==> src/rtl/ex_muldiv_unit.sv <==
// Radix-2 iterative multiply/divide unit for the EX stage; owns HI/LO and stalls the front end.
// Optional build macro MULDIV_EARLY_EXIT_EN lets multiplies finish as soon as the remaining multiplier bits are zero.
module ex_muldiv_unit #(
    parameter int WIDTH = 32,
    parameter int CNT_W = 5
) (
    input  logic             clk,
    input  logic             rst,
    input  logic             iStart,
    input  logic [1:0]       iOp,
    input  logic [WIDTH-1:0] iRegOut1,
    input  logic [WIDTH-1:0] iRegOut2,
    input  logic             iFlush,
    output logic [WIDTH-1:0] oHi,
    output logic [WIDTH-1:0] oLo,
    output logic             oBusy,
    output logic             oDone,
    output logic             oStall
);

    typedef enum logic [1:0] {
        IDLE,
        BUSY,
        DONE
    } state_e;

    state_e             state_q, state_d;
    logic [CNT_W-1:0]   cnt_q, cnt_d;
    logic [2*WIDTH-1:0] acc_q, acc_d;
    logic [WIDTH-1:0]   operand_q, operand_d;
    logic [WIDTH-1:0]   dividend_q, dividend_d;
    logic               isDiv_q, isDiv_d;
    logic               negRes_q, negRes_d;
    logic               negRem_q, negRem_d;
    logic               divZero_q, divZero_d;
    logic [WIDTH-1:0]   hi_q, hi_d;
    logic [WIDTH-1:0]   lo_q, lo_d;

    logic               signedOp;
    logic               signA;
    logic               signB;
    logic [WIDTH-1:0]   absA;
    logic [WIDTH-1:0]   absB;

    logic [WIDTH:0]     mulSum;
    logic [2*WIDTH-1:0] mulNext;
    logic [2*WIDTH:0]   divShift;
    logic [WIDTH:0]     divDiff;
    logic [2*WIDTH-1:0] divNext;
    logic [2*WIDTH-1:0] stepNext;
    logic [2*WIDTH-1:0] finalAcc;
    logic               lastIter;
    logic [2*WIDTH-1:0] signedProd;
    logic [WIDTH-1:0]   resultHi;
    logic [WIDTH-1:0]   resultLo;

    // Only mult/div (iOp[0]==0) treat operands as two's complement.
    assign signedOp = ~iOp[0];
    assign signA    = signedOp & iRegOut1[WIDTH-1];
    assign signB    = signedOp & iRegOut2[WIDTH-1];
    assign absA     = signA ? -iRegOut1 : iRegOut1;
    assign absB     = signB ? -iRegOut2 : iRegOut2;

    assign mulSum   = {1'b0, acc_q[2*WIDTH-1:WIDTH]} + (acc_q[0] ? {1'b0, operand_q} : '0);
    assign mulNext  = {mulSum, acc_q[WIDTH-1:1]};

    // Restoring divide: remainder lives in the upper half, quotient bits shift into the lower half.
    assign divShift = {acc_q, 1'b0};
    assign divDiff  = divShift[2*WIDTH:WIDTH] - {1'b0, operand_q};
    assign divNext  = divDiff[WIDTH] ? divShift[2*WIDTH-1:0]
                                     : {divDiff[WIDTH-1:0], divShift[WIDTH-1:1], 1'b1};
    assign stepNext = isDiv_q ? divNext : mulNext;

`ifdef MULDIV_EARLY_EXIT_EN
    logic [WIDTH-2:0] restMask;
    logic             mulRestZero;

    // Once the unconsumed multiplier bits are zero, the product is the partial sum shifted into place.
    assign restMask    = ~({(WIDTH-1){1'b1}} << cnt_q);
    assign mulRestZero = (acc_q[WIDTH-1:1] & restMask) == '0;
    assign lastIter    = (cnt_q == '0) | (~isDiv_q & mulRestZero);
    assign finalAcc    = isDiv_q ? stepNext : (mulNext >> cnt_q);
`else
    assign lastIter    = (cnt_q == '0);
    assign finalAcc    = stepNext;
`endif

    assign signedProd = negRes_q ? -finalAcc : finalAcc;

    // Sign correction and the divide-by-zero override applied to the final iteration's value.
    always_comb begin : fixUp
        resultHi = signedProd[2*WIDTH-1:WIDTH];
        resultLo = signedProd[WIDTH-1:0];
        if (isDiv_q) begin
            if (divZero_q) begin
                resultHi = dividend_q;
                resultLo = '1;
            end else begin
                resultHi = negRem_q ? -finalAcc[2*WIDTH-1:WIDTH] : finalAcc[2*WIDTH-1:WIDTH];
                resultLo = negRes_q ? -finalAcc[WIDTH-1:0] : finalAcc[WIDTH-1:0];
            end
        end
    end

    always_comb begin : nextState
        state_d    = state_q;
        cnt_d      = cnt_q;
        acc_d      = acc_q;
        operand_d  = operand_q;
        dividend_d = dividend_q;
        isDiv_d    = isDiv_q;
        negRes_d   = negRes_q;
        negRem_d   = negRem_q;
        divZero_d  = divZero_q;
        hi_d       = hi_q;
        lo_d       = lo_q;
        case (state_q)
            IDLE, DONE: begin
                state_d = IDLE;
                if (iStart && !iFlush) begin
                    state_d    = BUSY;
                    cnt_d      = CNT_W'(WIDTH - 1);
                    isDiv_d    = iOp[1];
                    negRes_d   = signA ^ signB;
                    negRem_d   = signA;
                    divZero_d  = iOp[1] & (iRegOut2 == '0);
                    dividend_d = iRegOut1;
                    if (iOp[1]) begin
                        operand_d = absB;
                        acc_d     = {{WIDTH{1'b0}}, absA};
                    end else begin
                        operand_d = absA;
                        acc_d     = {{WIDTH{1'b0}}, absB};
                    end
                end
            end
            BUSY: begin
                if (iFlush) begin
                    state_d = IDLE;
                end else begin
                    acc_d = stepNext;
                    cnt_d = cnt_q - CNT_W'(1);
                    if (lastIter) begin
                        state_d = DONE;
                        cnt_d   = '0;
                        hi_d    = resultHi;
                        lo_d    = resultLo;
                    end
                end
            end
            default: state_d = IDLE;
        endcase
    end

    always_ff @(posedge clk or posedge rst) begin : stateReg
        if (rst) begin
            state_q    <= IDLE;
            cnt_q      <= '0;
            acc_q      <= '0;
            operand_q  <= '0;
            dividend_q <= '0;
            isDiv_q    <= 1'b0;
            negRes_q   <= 1'b0;
            negRem_q   <= 1'b0;
            divZero_q  <= 1'b0;
            hi_q       <= '0;
            lo_q       <= '0;
        end else begin
            state_q    <= state_d;
            cnt_q      <= cnt_d;
            acc_q      <= acc_d;
            operand_q  <= operand_d;
            dividend_q <= dividend_d;
            isDiv_q    <= isDiv_d;
            negRes_q   <= negRes_d;
            negRem_q   <= negRem_d;
            divZero_q  <= divZero_d;
            hi_q       <= hi_d;
            lo_q       <= lo_d;
        end
    end

    assign oHi    = hi_q;
    assign oLo    = lo_q;
    assign oBusy  = (state_q == BUSY);
    assign oDone  = (state_q == DONE);
    assign oStall = oBusy | (iStart & (state_q == BUSY));

endmodule

==> config.mk <==
export PLATFORM = sky130hd
export DESIGN_NAME = ex_muldiv_unit
export DESIGN_NICKNAME = d
export VERILOG_FILES = /design/src/rtl/ex_muldiv_unit.sv
export SDC_FILE = /design/constraint.sdc
export NUM_CORES = 1
export LEC_CHECK = 0
export ABC_AREA = 0
export CAP_MARGIN = 20
export CORE_UTILIZATION = 45
export CTS_CLUSTER_DIAMETER = 100
export DETAILED_ROUTE_END_ITERATION = 7
export MAX_ROUTING_LAYER = met4
export PLACE_DENSITY = 0.68
export SLEW_MARGIN = 10
export SYNTH_ARGS = -nofsm -noshare
export SYNTH_HDL_FRONTEND = slang
export SYNTH_SLANG_ARGS = --single-unit
==> constraint.sdc <==
create_clock -name clk -period 6.95 [get_ports clk]
set_input_delay 1.7375 -clock clk [delete_from_list [all_inputs] [get_ports clk]]
set_output_delay 1.7375 -clock clk [all_outputs]
set_load 0.03 [all_outputs]
==> run summary <==
status: finished clean
Final Critical Period: 6.68 ns
largest net degree at the start of global routing: 132
Slew HR: 0.153
gpl congestion: 1.04
layout cells sized above 1: 0.0644
Slew Viols, Final: 0
initial antenna violation count: 2
1st-iter DRT viols: 1,933
drt pass-1 iters: 6
Starting Density: 0.461
HPWL after DPL: 56.5 mm
CTS H-tree depth: 1
type of the most critical hold path: reg -> reg
GRT Residual Overflow: 0
Via-to-Cell Ratio: 6.43
critical path startpoint category: register
total of max-cap violations: 0
final setup fails: 0
Clock Pin Slew Worst Setup and Hold Paths: 0.06 ns
# rows: 71
skew final: 0.0244 ns
Seq/Total Area, Yosys: 0.291
CTS hold repair buffers: 0
WP buf/inv: 1
Clk Latency, worst-skew pair: 0.57 ns
syn avg cell area: 7.84 µm²
Post-synth EDFFs: 0
post-CTS resize count: 0
pwr/cell area: 463 nW/µm²
delay-heaviest family, CP: simple AND/OR/NAND/NOR gates
clock buffer depth: 3
# port buffers: 136
postcts setup bufs: 0
max incr delay on CP: 0.57 ns
R2R setup slack: 0.27 ns
Leak: 8.44 nW
Yosys reg bits: 203
crit end category: register
commonest non-fill, non-tap cell in the layout: nand2_1
total CTS buffers: 24
Worst Tran Pin Value: 1.24 ns
Sink Count: 203
placed cell areas: 19,300 µm²
Synthesis Warnings: 0
Fin. Hold Viols: 0
Post-Layout Inst Area: 20,200 µm²
vias: 18,200
CP cell instances: inv_1, ha_1, fa_1, nor2b_1, o2111a_1, o31ai_2, a311o_4, a21oi_4, nor3_1, a21oi_1, ha_1, o21ai_0, nand2b_1, or2_2, or2_2, nand2b_1, nand3b_1, o21a_1, or4_1, o31ai_1, o21ai_0, a32o_1
CTS tree: yes
clk root buf: clkbuf_16
Avg WL per Cell: 26.1 µm
RSZ-0062 raised after global routing: false
WP data required: 7.39 ns
Worst VDD drop: 241 µV
critical path class: reg -> reg
Final period util: 0.961
CP max FO: 11
ys flop type: dfrtp_1
most frequent cells in the layout: nand2_1, dfrtp_1, o21ai_0
Area Overhead vs Synth: 15.4%
first-pass GRT wire length: 110 mm
Die ar.: 39,600 µm²
Detail Route Antenna Nets: 0
post-synthesis cell type count: 90
Residual DRC: 0
Async S/R FF share, synth: 1.00
final wirelength: 73.7 mm
Ports: 137
final-stage net count: 2,438
Mapped Nets: 2,368
Post-Syn Instances: 2,227
WP data arrival: 7.12 ns
Core Area: 37,900 µm²
Die Span Y: 199 µm
setup TNS: 0 ns
Cell Area, Synth: 17,500 µm²
vias in the first global route: 17,300
fmax: 150 MHz
Die W: 199 µm
Crit-path slowest cell: or4_1
global-route usage over all layers: 0.386
## final timing paths
path | from | to | cells after the start
setup / recovery | acc_q[31] | oHi[28] | 22
setup reg to reg | acc_q[31] | oHi[28] | 22
max in group asynchronous | rst | acc_q[12] | 3
hold / removal | oHi[0] | oHi[0] | 2
min in group asynchronous | rst | oHi[30] | 2
hold reg to reg | oHi[0] | oHi[0] | 2
## metrics by stage
stage                util  hold WS [ns]  std cells  power, W  setup slack (ns)
floorplan               -         0.437       2227   0.00571             0.396
CTS                 0.531         0.486       2825   0.00915             0.438
detailed placement  0.509         0.462       2782   0.00772             0.495
global placement    0.509         0.462       2782   0.00770             0.597
finish              0.532         0.481       2826   0.00933             0.268
global route        0.532         0.503       2826   0.00980            0.0778
## registers in the layout (all words and copies together) (netlist names)
name        count
acc_q          64
cnt_q           5
divZero_q       1
dividend_q     32
isDiv_q         1
negRem_q        1
negRes_q        1
oHi            32
oLo            32
operand_q      32
state_q         2
## routing by layer
| metal | wire length, µm | track usage |
|---|---|---|
| met5 | 0 | - |
| met4 | 5500 | 0.247 |
| met3 | 6740 | 0.0710 |
| met2 | 31500 | 0.563 |
| met1 | 29900 | 0.490 |
## cells in the mapped netlist (15+ instances only)
cell type | number | area (µm²)
a211o_1 | 16 | 140
a211oi_1 | 27 | 203
a21o_1 | 24 | 180
a21oi_1 | 141 | 706
a31oi_1 | 18 | 113
and2_1 | 38 | 238
clkbuf_1 | 111 | 417
dfrtp_1 | 203 | 5080
ha_1 | 69 | 863
inv_1 | 74 | 278
mux2i_1 | 35 | 350
nand2_1 | 341 | 1280
nand2b_1 | 22 | 138
nand3_1 | 36 | 180
nand4_1 | 21 | 131
nor2_1 | 165 | 619
nor3_1 | 50 | 250
nor4_1 | 17 | 106
o211ai_1 | 43 | 323
o21a_1 | 16 | 120
o21ai_0 | 192 | 961
o221ai_1 | 30 | 263
o22a_1 | 31 | 272
o22ai_1 | 15 | 93.8
o31ai_1 | 33 | 248
or3_1 | 24 | 150
xnor2_1 | 105 | 920
xor2_1 | 79 | 692
## worst reg2reg max path: cells and delay by family, from the launching register on
| family | cells | cell delay (ns) |
|---|---|---|
| buf+inv | 1 | 0.08 |
| fa+ha+maj | 3 | 0.90 |
| flops | 1 | 0.37 |
| simple gates | 8 | 2.61 |
| compound gates | 10 | 2.58 |
## logic make-up after synthesis
logic type               Yosys count  share of synthesized area
AO/OA/AOI/OAI                    718                      0.277
XOR/XNOR                         184                     0.0923
adder cells (fa/ha/maj)           71                     0.0517
buffers and inverters            212                     0.0483
flip-flops                       203                      0.291
multiplexers                      50                     0.0297
AND/OR/NAND/NOR                  789                      0.210
## power by group
| group | switching, W | internal, W | total, W |
|---|---|---|---|
| combinational | 0.00404 | 0.00213 | 0.00617 |
| sequential | 0.000327 | 0.00143 | 0.00176 |
| clock | 0.000562 | 0.000839 | 0.00140 |
## cell type report
class                           count  area, µm²
Multi-Input combinational cell   1812      11600
Sequential cell                   203       5080
Clock buffer                       31        677
Fill cell                        3683      17800
Antenna cell                        1       2.50
Timing Repair Buffer              181       1720
Tap cell                          511        639
Clock inverter                     12        191
Inverter                           75        285
Power figures use the tool's default switching activity.
